[config.mk]
export PLATFORM = sky130hd
export DESIGN_NAME = inst_fetch_unit
export DESIGN_NICKNAME = d
export VERILOG_FILES = /design/src/rtl/inst_fetch_unit.sv
export SDC_FILE = /design/constraint.sdc
export NUM_CORES = 1
export LEC_CHECK = 0
export ABC_AREA = 1
export BUFFER_PORTS_ARGS = -buffer_cell sky130_fd_sc_hd__buf_2
export CAP_MARGIN = 20
export CORE_UTILIZATION = 53
export DETAILED_ROUTE_END_ITERATION = 16
export PLACE_DENSITY = 0.85
export SYNTH_ARGS = -nofsm -noshare
export SYNTH_HDL_FRONTEND = slang
export SYNTH_SLANG_ARGS = --single-unit
[constraint.sdc]
create_clock -name clk -period 2.6 [get_ports clk]
set_input_delay 0.26 -clock clk [delete_from_list [all_inputs] [get_ports clk]]
set_output_delay 0.26 -clock clk [all_outputs]
set_load 0.01 [all_outputs]
[src/rtl/inst_fetch_unit.sv]
// -----------------------------------------------------------------------------
// inst_fetch_unit
//
// Instruction fetch sequencer for the 8-bit CPU. It holds the program counter,
// reads opcode bytes (and, for the move-const-to-C opcode, one trailing
// immediate byte) from instruction memory over a req/ack handshake, and then
// presents the complete instruction to the control unit over valid/ready.
//
// Ports:
//   clk          in   1       system clock, rising edge
//   rst_n        in   1       asynchronous active-low reset
//   mem_req      out  1       memory read request, held until acknowledged
//   mem_addr     out  ADDR_W  read address (equals pc while mem_req=1)
//   mem_ack      in   1       mem_data is valid this cycle
//   mem_data     in   8       read data, sampled only on req && ack
//   inst         out  8       instruction word to the control unit
//   imm          out  8       immediate byte (meaningful for IMM_OPCODE only)
//   inst_valid   out  1       inst/imm hold a complete instruction
//   inst_ready   in   1       control unit consumes the instruction
//   pc_load      in   1       branch request, honoured only on an accepted issue
//   pc_load_val  in   ADDR_W  branch target
//   pc           out  ADDR_W  current program counter
//
// Every output comes straight from a register, so there is no combinational
// path from any input to any output.
// -----------------------------------------------------------------------------
module inst_fetch_unit #(
    parameter int unsigned        ADDR_W     = 8,
    parameter logic [ADDR_W-1:0]  RESET_PC   = '0,
    parameter logic [4:0]         IMM_OPCODE = 5'b00010,
    parameter logic [7:0]         NOP_INST   = 8'hF8
) (
    input  logic              clk,
    input  logic              rst_n,
    output logic              mem_req,
    output logic [ADDR_W-1:0] mem_addr,
    input  logic              mem_ack,
    input  logic [7:0]        mem_data,
    output logic [7:0]        inst,
    output logic [7:0]        imm,
    output logic              inst_valid,
    input  logic              inst_ready,
    input  logic              pc_load,
    input  logic [ADDR_W-1:0] pc_load_val,
    output logic [ADDR_W-1:0] pc
);

    typedef enum logic [1:0] {
        S_IDLE,
        S_REQ_OP,
        S_REQ_IMM,
        S_ISSUE
    } state_t;

    localparam logic [ADDR_W-1:0] PC_ONE = 1;

    state_t            r_state;
    logic [ADDR_W-1:0] r_pc;
    logic [7:0]        r_inst;
    logic [7:0]        r_imm;
    logic              r_mem_req;
    logic              r_inst_valid;

    // Next sequential address; natural ADDR_W-bit overflow gives the
    // all-ones -> 0 wrap.
    logic [ADDR_W-1:0] w_pc_inc;
    // A byte is taken only when a request is outstanding; an ack that
    // arrives while mem_req is low (e.g. a late ack after reset) is dropped.
    logic              w_byte_taken;
    logic              w_op_has_imm;

    assign w_pc_inc     = r_pc + PC_ONE;
    assign w_byte_taken = r_mem_req && mem_ack;
    assign w_op_has_imm = (mem_data[7:3] == IMM_OPCODE);

    // Single FSM block. mem_req and inst_valid are registered alongside the
    // state so that they change on exactly the same edge as the state does.
    // NOTE: all state here is updated with non-blocking assignments so every
    // register samples the pre-edge values of its neighbours, independent of
    // statement order within the block.
    always_ff @(posedge clk or negedge rst_n) begin
        if (!rst_n) begin
            r_state      <= S_IDLE;
            r_pc         <= RESET_PC;
            r_inst       <= NOP_INST;
            r_imm        <= 8'h00;
            r_mem_req    <= 1'b0;
            r_inst_valid <= 1'b0;
        end else begin
            case (r_state)
                // One quiet cycle after reset release; any stray ack from a
                // transaction cut off by reset lands here and is ignored.
                S_IDLE: begin
                    r_state   <= S_REQ_OP;
                    r_mem_req <= 1'b1;
                end

                S_REQ_OP: begin
                    if (w_byte_taken) begin
                        r_inst <= mem_data;
                        r_pc   <= w_pc_inc;
                        if (w_op_has_imm) begin
                            // Keep mem_req high: the immediate byte at the
                            // next address is requested back to back.
                            r_state <= S_REQ_IMM;
                        end else begin
                            r_state      <= S_ISSUE;
                            r_mem_req    <= 1'b0;
                            r_inst_valid <= 1'b1;
                        end
                    end
                end

                S_REQ_IMM: begin
                    if (w_byte_taken) begin
                        r_imm        <= mem_data;
                        r_pc         <= w_pc_inc;
                        r_state      <= S_ISSUE;
                        r_mem_req    <= 1'b0;
                        r_inst_valid <= 1'b1;
                    end
                end

                // inst/imm are frozen here until the control unit accepts.
                // A branch target is only honoured together with acceptance,
                // so the next fetch starts directly at the new pc.
                S_ISSUE: begin
                    if (inst_ready) begin
                        r_inst_valid <= 1'b0;
                        r_mem_req    <= 1'b1;
                        r_state      <= S_REQ_OP;
                        if (pc_load) begin
                            r_pc <= pc_load_val;
                        end
                    end
                end

                default: begin
                    r_state      <= S_IDLE;
                    r_mem_req    <= 1'b0;
                    r_inst_valid <= 1'b0;
                end
            endcase
        end
    end

    assign mem_req    = r_mem_req;
    assign mem_addr   = r_pc;
    assign inst       = r_inst;
    assign imm        = r_imm;
    assign inst_valid = r_inst_valid;
    assign pc         = r_pc;

endmodule

==> results of run 1 <==
==> timing repair <==
item,in CTS,in global routing
hold buffers,1,0
endpoints found under the hold margin,23,0
buffers inserted,0,0
==> registers in the layout, summed over array words and instances (netlist names) <==
register	count
mem_req	1
r_state	2
inst	8
imm	8
mem_addr	8
inst_valid	1
==> Yosys cell counts, drive strengths merged <==
cell    n
a21oi   1
inv    25
nand3  10
a31oi   1
nand2  68
nor2   20
dfrtp  23
nand4   5
buf    12
or2     1
ha      5
o21ai  23
dfstp   5
==> worst min-delay path: stages <==
cell	delay, ns
buf_2	0.10
inv_1	0.05
o21ai_0	0.08
==> power by group <==
group          total (mW)  switching, mW  leakage, nW  internal [mW]
Sequential          0.833          0.166        0.339          0.667
Combinational        1.23          0.755        0.671          0.473
Clock               0.293          0.137       0.0279          0.156
Total                2.35           1.06         1.04           1.30
==> routing by layer <==
layer	track usage (%)	vias up	share of wire, %
li1	-	708	-
met1	27.34	641	46
met2	34.08	27	49
met3	3.023	4	3.8
met4	6.429	0	1.1
met5	0	-	0
==> cell families after synthesis <==
group	Yosys count	synth area share [%]
AO/OA/AOI/OAI	25	8.518
buffers and inverters	37	11.79
AND/OR/NAND/NOR	104	29.32
adder cells (fa/ha/maj)	5	4.095
flip-flops	28	46.27
==> final cells by class <==
type | count | area, um^2
multi-input combinational | 134 | 640.6
fill | 250 | 920.9
timing repair buffer | 55 | 280.3
clock buffer | 3 | 22.52
inverter | 25 | 93.84
clock inverter | 1 | 30.03
sequential | 28 | 706.9
tap | 31 | 38.79
==> metrics by stage <==
step	area, um^2	hold WS (ns)	utilization, %	setup slack [ns]
3_5_place_dp	1750	0.3071	64.03	0.9955
2_1_floorplan	1528	-0.03559	-	1.221
3_3_place_gp	1750	0.3064	64.03	1.066
4_1_cts	1813	0.1609	66.32	0.9788
6_report	1813	0.1604	66.32	0.9608
5_1_grt	1813	0.1500	66.32	0.7630
==> worst max-delay path by stage <==
stage	start	end	slack (ns)
after floorplan	r_state[0]	mem_addr[6]	1.22
after global placement	r_state[0]	mem_req	1.07
final	r_state[0]	mem_req	0.96
after global routing	r_state[0]	mem_req	0.76
after detailed placement	r_state[0]	mem_req	1.0
after CTS	r_state[0]	mem_req	0.98
==> qor.txt, run 1 <==
# diodes - 0
hold path cells - 3
DR WL/cell - 11.10 um
Clock Latency Late Sink - 0.34 ns
Leak - 1.038 nW
Setup Crit Path Kind - flop to flop
Fmax - 610.0 MHz
syn avg cell area - 7.677 um^2
core area - 0.002734 mm^2
top-area cell type share of the netlist area - 37.67%
Final Hold Fails - 0
CP Data Arrival Time - 1.86 ns
Syn Inst Count - 199
Synth Register Bits - 28
num rows - 19
CP Buf/Inv Count - 1
most common cell after layout, fill and taps aside - nand2_1
CP peak stage delay - 0.44 ns
reg2reg end - mem_req
cell family with most CP delay - flip-flops
CP max FO - 15
gpl congestion - 0.8125
maxcap violations - 0
Via-to-Cell Ratio - 4.982
DRT iter0 DRCs - 25
status - finished clean
Netlist cell types - 19
Final Non-Filler Cells - 277
Initial Utilization - 55.88%
Reg2Reg Setup Slack - 0.96 ns
1st-pass router iterations - 4
Final period util - 63.05%
CTS clock-pin slew for the worst setup and hold paths - 0.17 ns
Worst-Margin Slew - 0.6079 ns
die width - 55.69 um
Clock Skew - 0.01346 ns
initial antenna violation count - 0
IO Port Bufs - 54
ANT nets after route - 0
syn nets - 225
total wire length - 3075 um
CP startpoint kind - flop
Most common cell on crit path - nand2_1
sequential-to-total area share from yosys stat - 46.27%
Slowest-stage cell, CP - dfrtp_1
Peak VDD IR - 822.5 uV
DR DRC count - 0
Hold Crit Class - primary input to flop
CTS max path bufs - 2
R2R depth - 7
Yosys top cell by area - dfrtp_1
RSZ-0062 raised after global routing - false
Area Growth Syn to Fin - 18.67%
CTS tree - yes
Hold Path End - inst[5]
synthesized area - 0.001528 mm^2
htree depth - 1
most frequent cells in the layout - nand2_1 (67), buf_2 (54), inv_1 (24), o21ai_0 (23), dfrtp_1 (23)
hold_sp - mem_data[5]
CTS-repair resized insts - 0
# setup viols final - 0
Nets - 273
first-pass GRT wire length - 5037 um
total congestion overflow - 0
GRT Resource Usage Total - 20.37%
Required @ worst endpoint - 2.82 ns
setup_tns - 0 ns
Tmin final - 1.639 ns
Cell Pwr Density - 1298 mW/mm^2
max-slew violations - 0
TritonCTS buffer count - 3
via count - 1380
dpl cells - 272
die area - 0.003101 mm^2
Final Power - 2.353 mW
max_slew headroom - 59.48%
WP depth - 7
crit path cell chain - ha_1 > inv_2 > nor2_1 > a21oi_2 > nand2_1 > nand2_1 > o21ai_0
root buffer cell - clkbuf_4
nature of the critical path endpoint - flop
vias in the first global route - 1166
# IOs - 55
Synth Warn # - 0
Reg-to-Reg Start - r_state[0]
share of post-route cells with drive strength above 1 - 28.86%
largest net degree at the start of global routing - 29
most area-consuming cells after synthesis - dfrtp_1 (38%), nand2_1 (16%), dfstp_2 (8.6%)
Die Y - 55.69 um
Post-DP HPWL - 2301 um
clock sink count - 28
(Power assumes the default switching activity.)
==> run 2: changes to the inputs <==
CORE_UTILIZATION = 49   (was 53)
PLACE_DENSITY = 0.79   (was 0.85)
clock period = 1.65 ns   (was 2.6 ns; I/O delays follow)
==> qor.txt, run 2 (synthesized netlist as in run 1, its figures left out) <==
Gate power share - 55.7%
CTS tree - yes
Tmin final - 1.537 ns
CP startpoint kind - flop
CTS clock-pin slew for the worst setup and hold paths - 0.14 ns
TritonCTS buffer count - 3
reg2reg end - mem_addr[7]
max-slew violations - 0
# diodes - 0
sw frac - 45.76%
hold path cells - 3
Clock Skew - 0.0009688 ns
total wire length - 3046 um
share of post-route cells with drive strength above 1 - 30.40%
most frequent cells in the layout - nand2_1 (67), buf_2 (54), inv_1 (23), o21ai_0 (23), dfrtp_1 (23)
DP Area - 0.001758 mm^2
met1 GRT Util - 24.05%
1st-pass router iterations - 10
nature of the critical path endpoint - flop
die width - 57.84 um
Leak - 1.046 nW
Initial Utilization - 53.55%
share of power burned in registers - 35.4%
Sequential Area - 706.9 um^2
grt peak-use layer - met2
total congestion overflow - 0
core area - 0.002853 mm^2
Final Hold Fails - 0
largest net degree at the start of global routing - 29
Setup Crit Path Kind - flop to flop
ANT nets after route - 0
most common cell after layout, fill and taps aside - nand2_1
Die Y - 57.84 um
Final Power - 3.683 mW
first-pass GRT wire length - 5147 um
via count - 1358
R2R depth - 8
DRT iter0 DRCs - 55
Layout fillers - 260
Hold Path End - inst[5]
GRT Resource Usage Total - 19.62%
hold_sp - mem_data[5]
footprint of the multi-input gates - 653.1 um^2
vias in the first global route - 1242
met3 GRT Util - 4.464%
failing checks - design-rule violations
clock power share - 8.9%
Internal Power - 1.998 mW
Required @ worst endpoint - 1.92 ns
# IOs - 55
CP Data Arrival Time - 1.81 ns
DR WL/cell - 10.84 um
max_slew headroom - 60.08%
num rows - 19
Reg-to-Reg Start - r_state[0]
CP max FO - 7
setup_tns - 0 ns
# setup viols final - 0
Fmax - 650.6 MHz
slack of the critical path - 0.1130 ns
Reg2Reg Setup Slack - 0.11 ns
initial antenna violation count - 0
Clock Latency Late Sink - 0.32 ns
gpl congestion - 0.8464
Post-Place Worst Slack - 0.08184 ns
Final period util - 93.15%
Post-DP HPWL - 2226 um
Final Cell Area - 0.001832 mm^2
maxcap violations - 0
global routing usage on met2 - 34.15%
Peak VDD IR - 1497 uV
die area - 0.003345 mm^2
root buffer cell - clkbuf_4
status - finished with violations
Via-to-Cell Ratio - 4.833
Hold Crit Class - primary input to flop
Area Growth Syn to Fin - 19.90%
Psw - 1.685 mW
Cell Pwr Density - 2011 mW/mm^2
Nets - 277
htree depth - 1
CTS max path bufs - 2
fin util - 64.21%
Worst-Margin Slew - 0.5989 ns
clock sink count - 28
IO Port Bufs - 54
DR DRC count - 1
-- run 2: cell count changes in the layout (fill, tap and decap cells not counted), sizes merged --
| cell | delta |
|---|---|
| buf | +3 |
| bufinv | -1 |
| clkbuf | +1 |
| nand4 | +1 |
-- run 2: timing repair --
action,in CTS,in global routing
hold buffers,1,0
hold endpoints to repair,23,0
gates resized for setup,0,1
setup endpoints to repair,0,6
setup buffers,0,2
-- run 2: worst max path at each step --
stage / startpoint / end / slack (ns) / depth (start not counted)
6_report: r_state[0] / mem_addr[7] / 0.11 / 8
5_1_grt: r_state[0] / mem_addr[0] / -0.004 / 7
4_1_cts: r_state[0] / mem_addr[0] / 0.06 / 8
3_5_place_dp: r_state[0] / mem_addr[0] / 0.08 / 7
3_3_place_gp: r_state[0] / mem_addr[0] / 0.14 / 7
2_1_floorplan: r_state[0] / mem_addr[6] / 0.27 / 9
-- run 2: worst max-delay path, stage by stage (launching register included) --
cell and delay, ns:
dfrtp_1 0.43, inv_1 0.09, ha_1 0.37, inv_1 0.09
nand2_4 0.09, nand4_4 0.17, nor2_1 0.14, nand2_1 0.06
nand2_1 0.05
-- run 2: area by class of cell --
cell class                 count  area share (%)
inverter                      25           5.123
timing repair buffer          58           16.53
clock buffer                   4           1.981
tap                           31           2.117
sequential                    28           38.59
multi-input combinational    135           35.66
-- run 2: layer usage --
metal  up-vias  share of wire (%)
met3         2                4.1
met4         0               0.59
met5         -                  0
met1       604                 48
li1        717                  -
met2        35                 47
-- run 2: through the flow --
step                instances  hold slack (ns)
floorplan                 199          -0.1306
global placement          273           0.2083
detailed placement        273           0.2057
CTS                       278          0.06401
global route              281          0.05952
finish                    281          0.06737
-- run 2: power groups by stage --
| stage | Sequential, mW | Combinational [mW] | Clock (mW) |
|---|---|---|---|
| after floorplan | 1.44 | 1.35 | 0 |
| final | 1.31 | 2.05 | 0.326 |
| after detailed placement | 1.33 | 1.94 | 0 |
| after CTS | 1.31 | 1.95 | 0.334 |
| after global routing | 1.36 | 2.33 | 0.360 |
| after global placement | 1.31 | 1.91 | 0 |
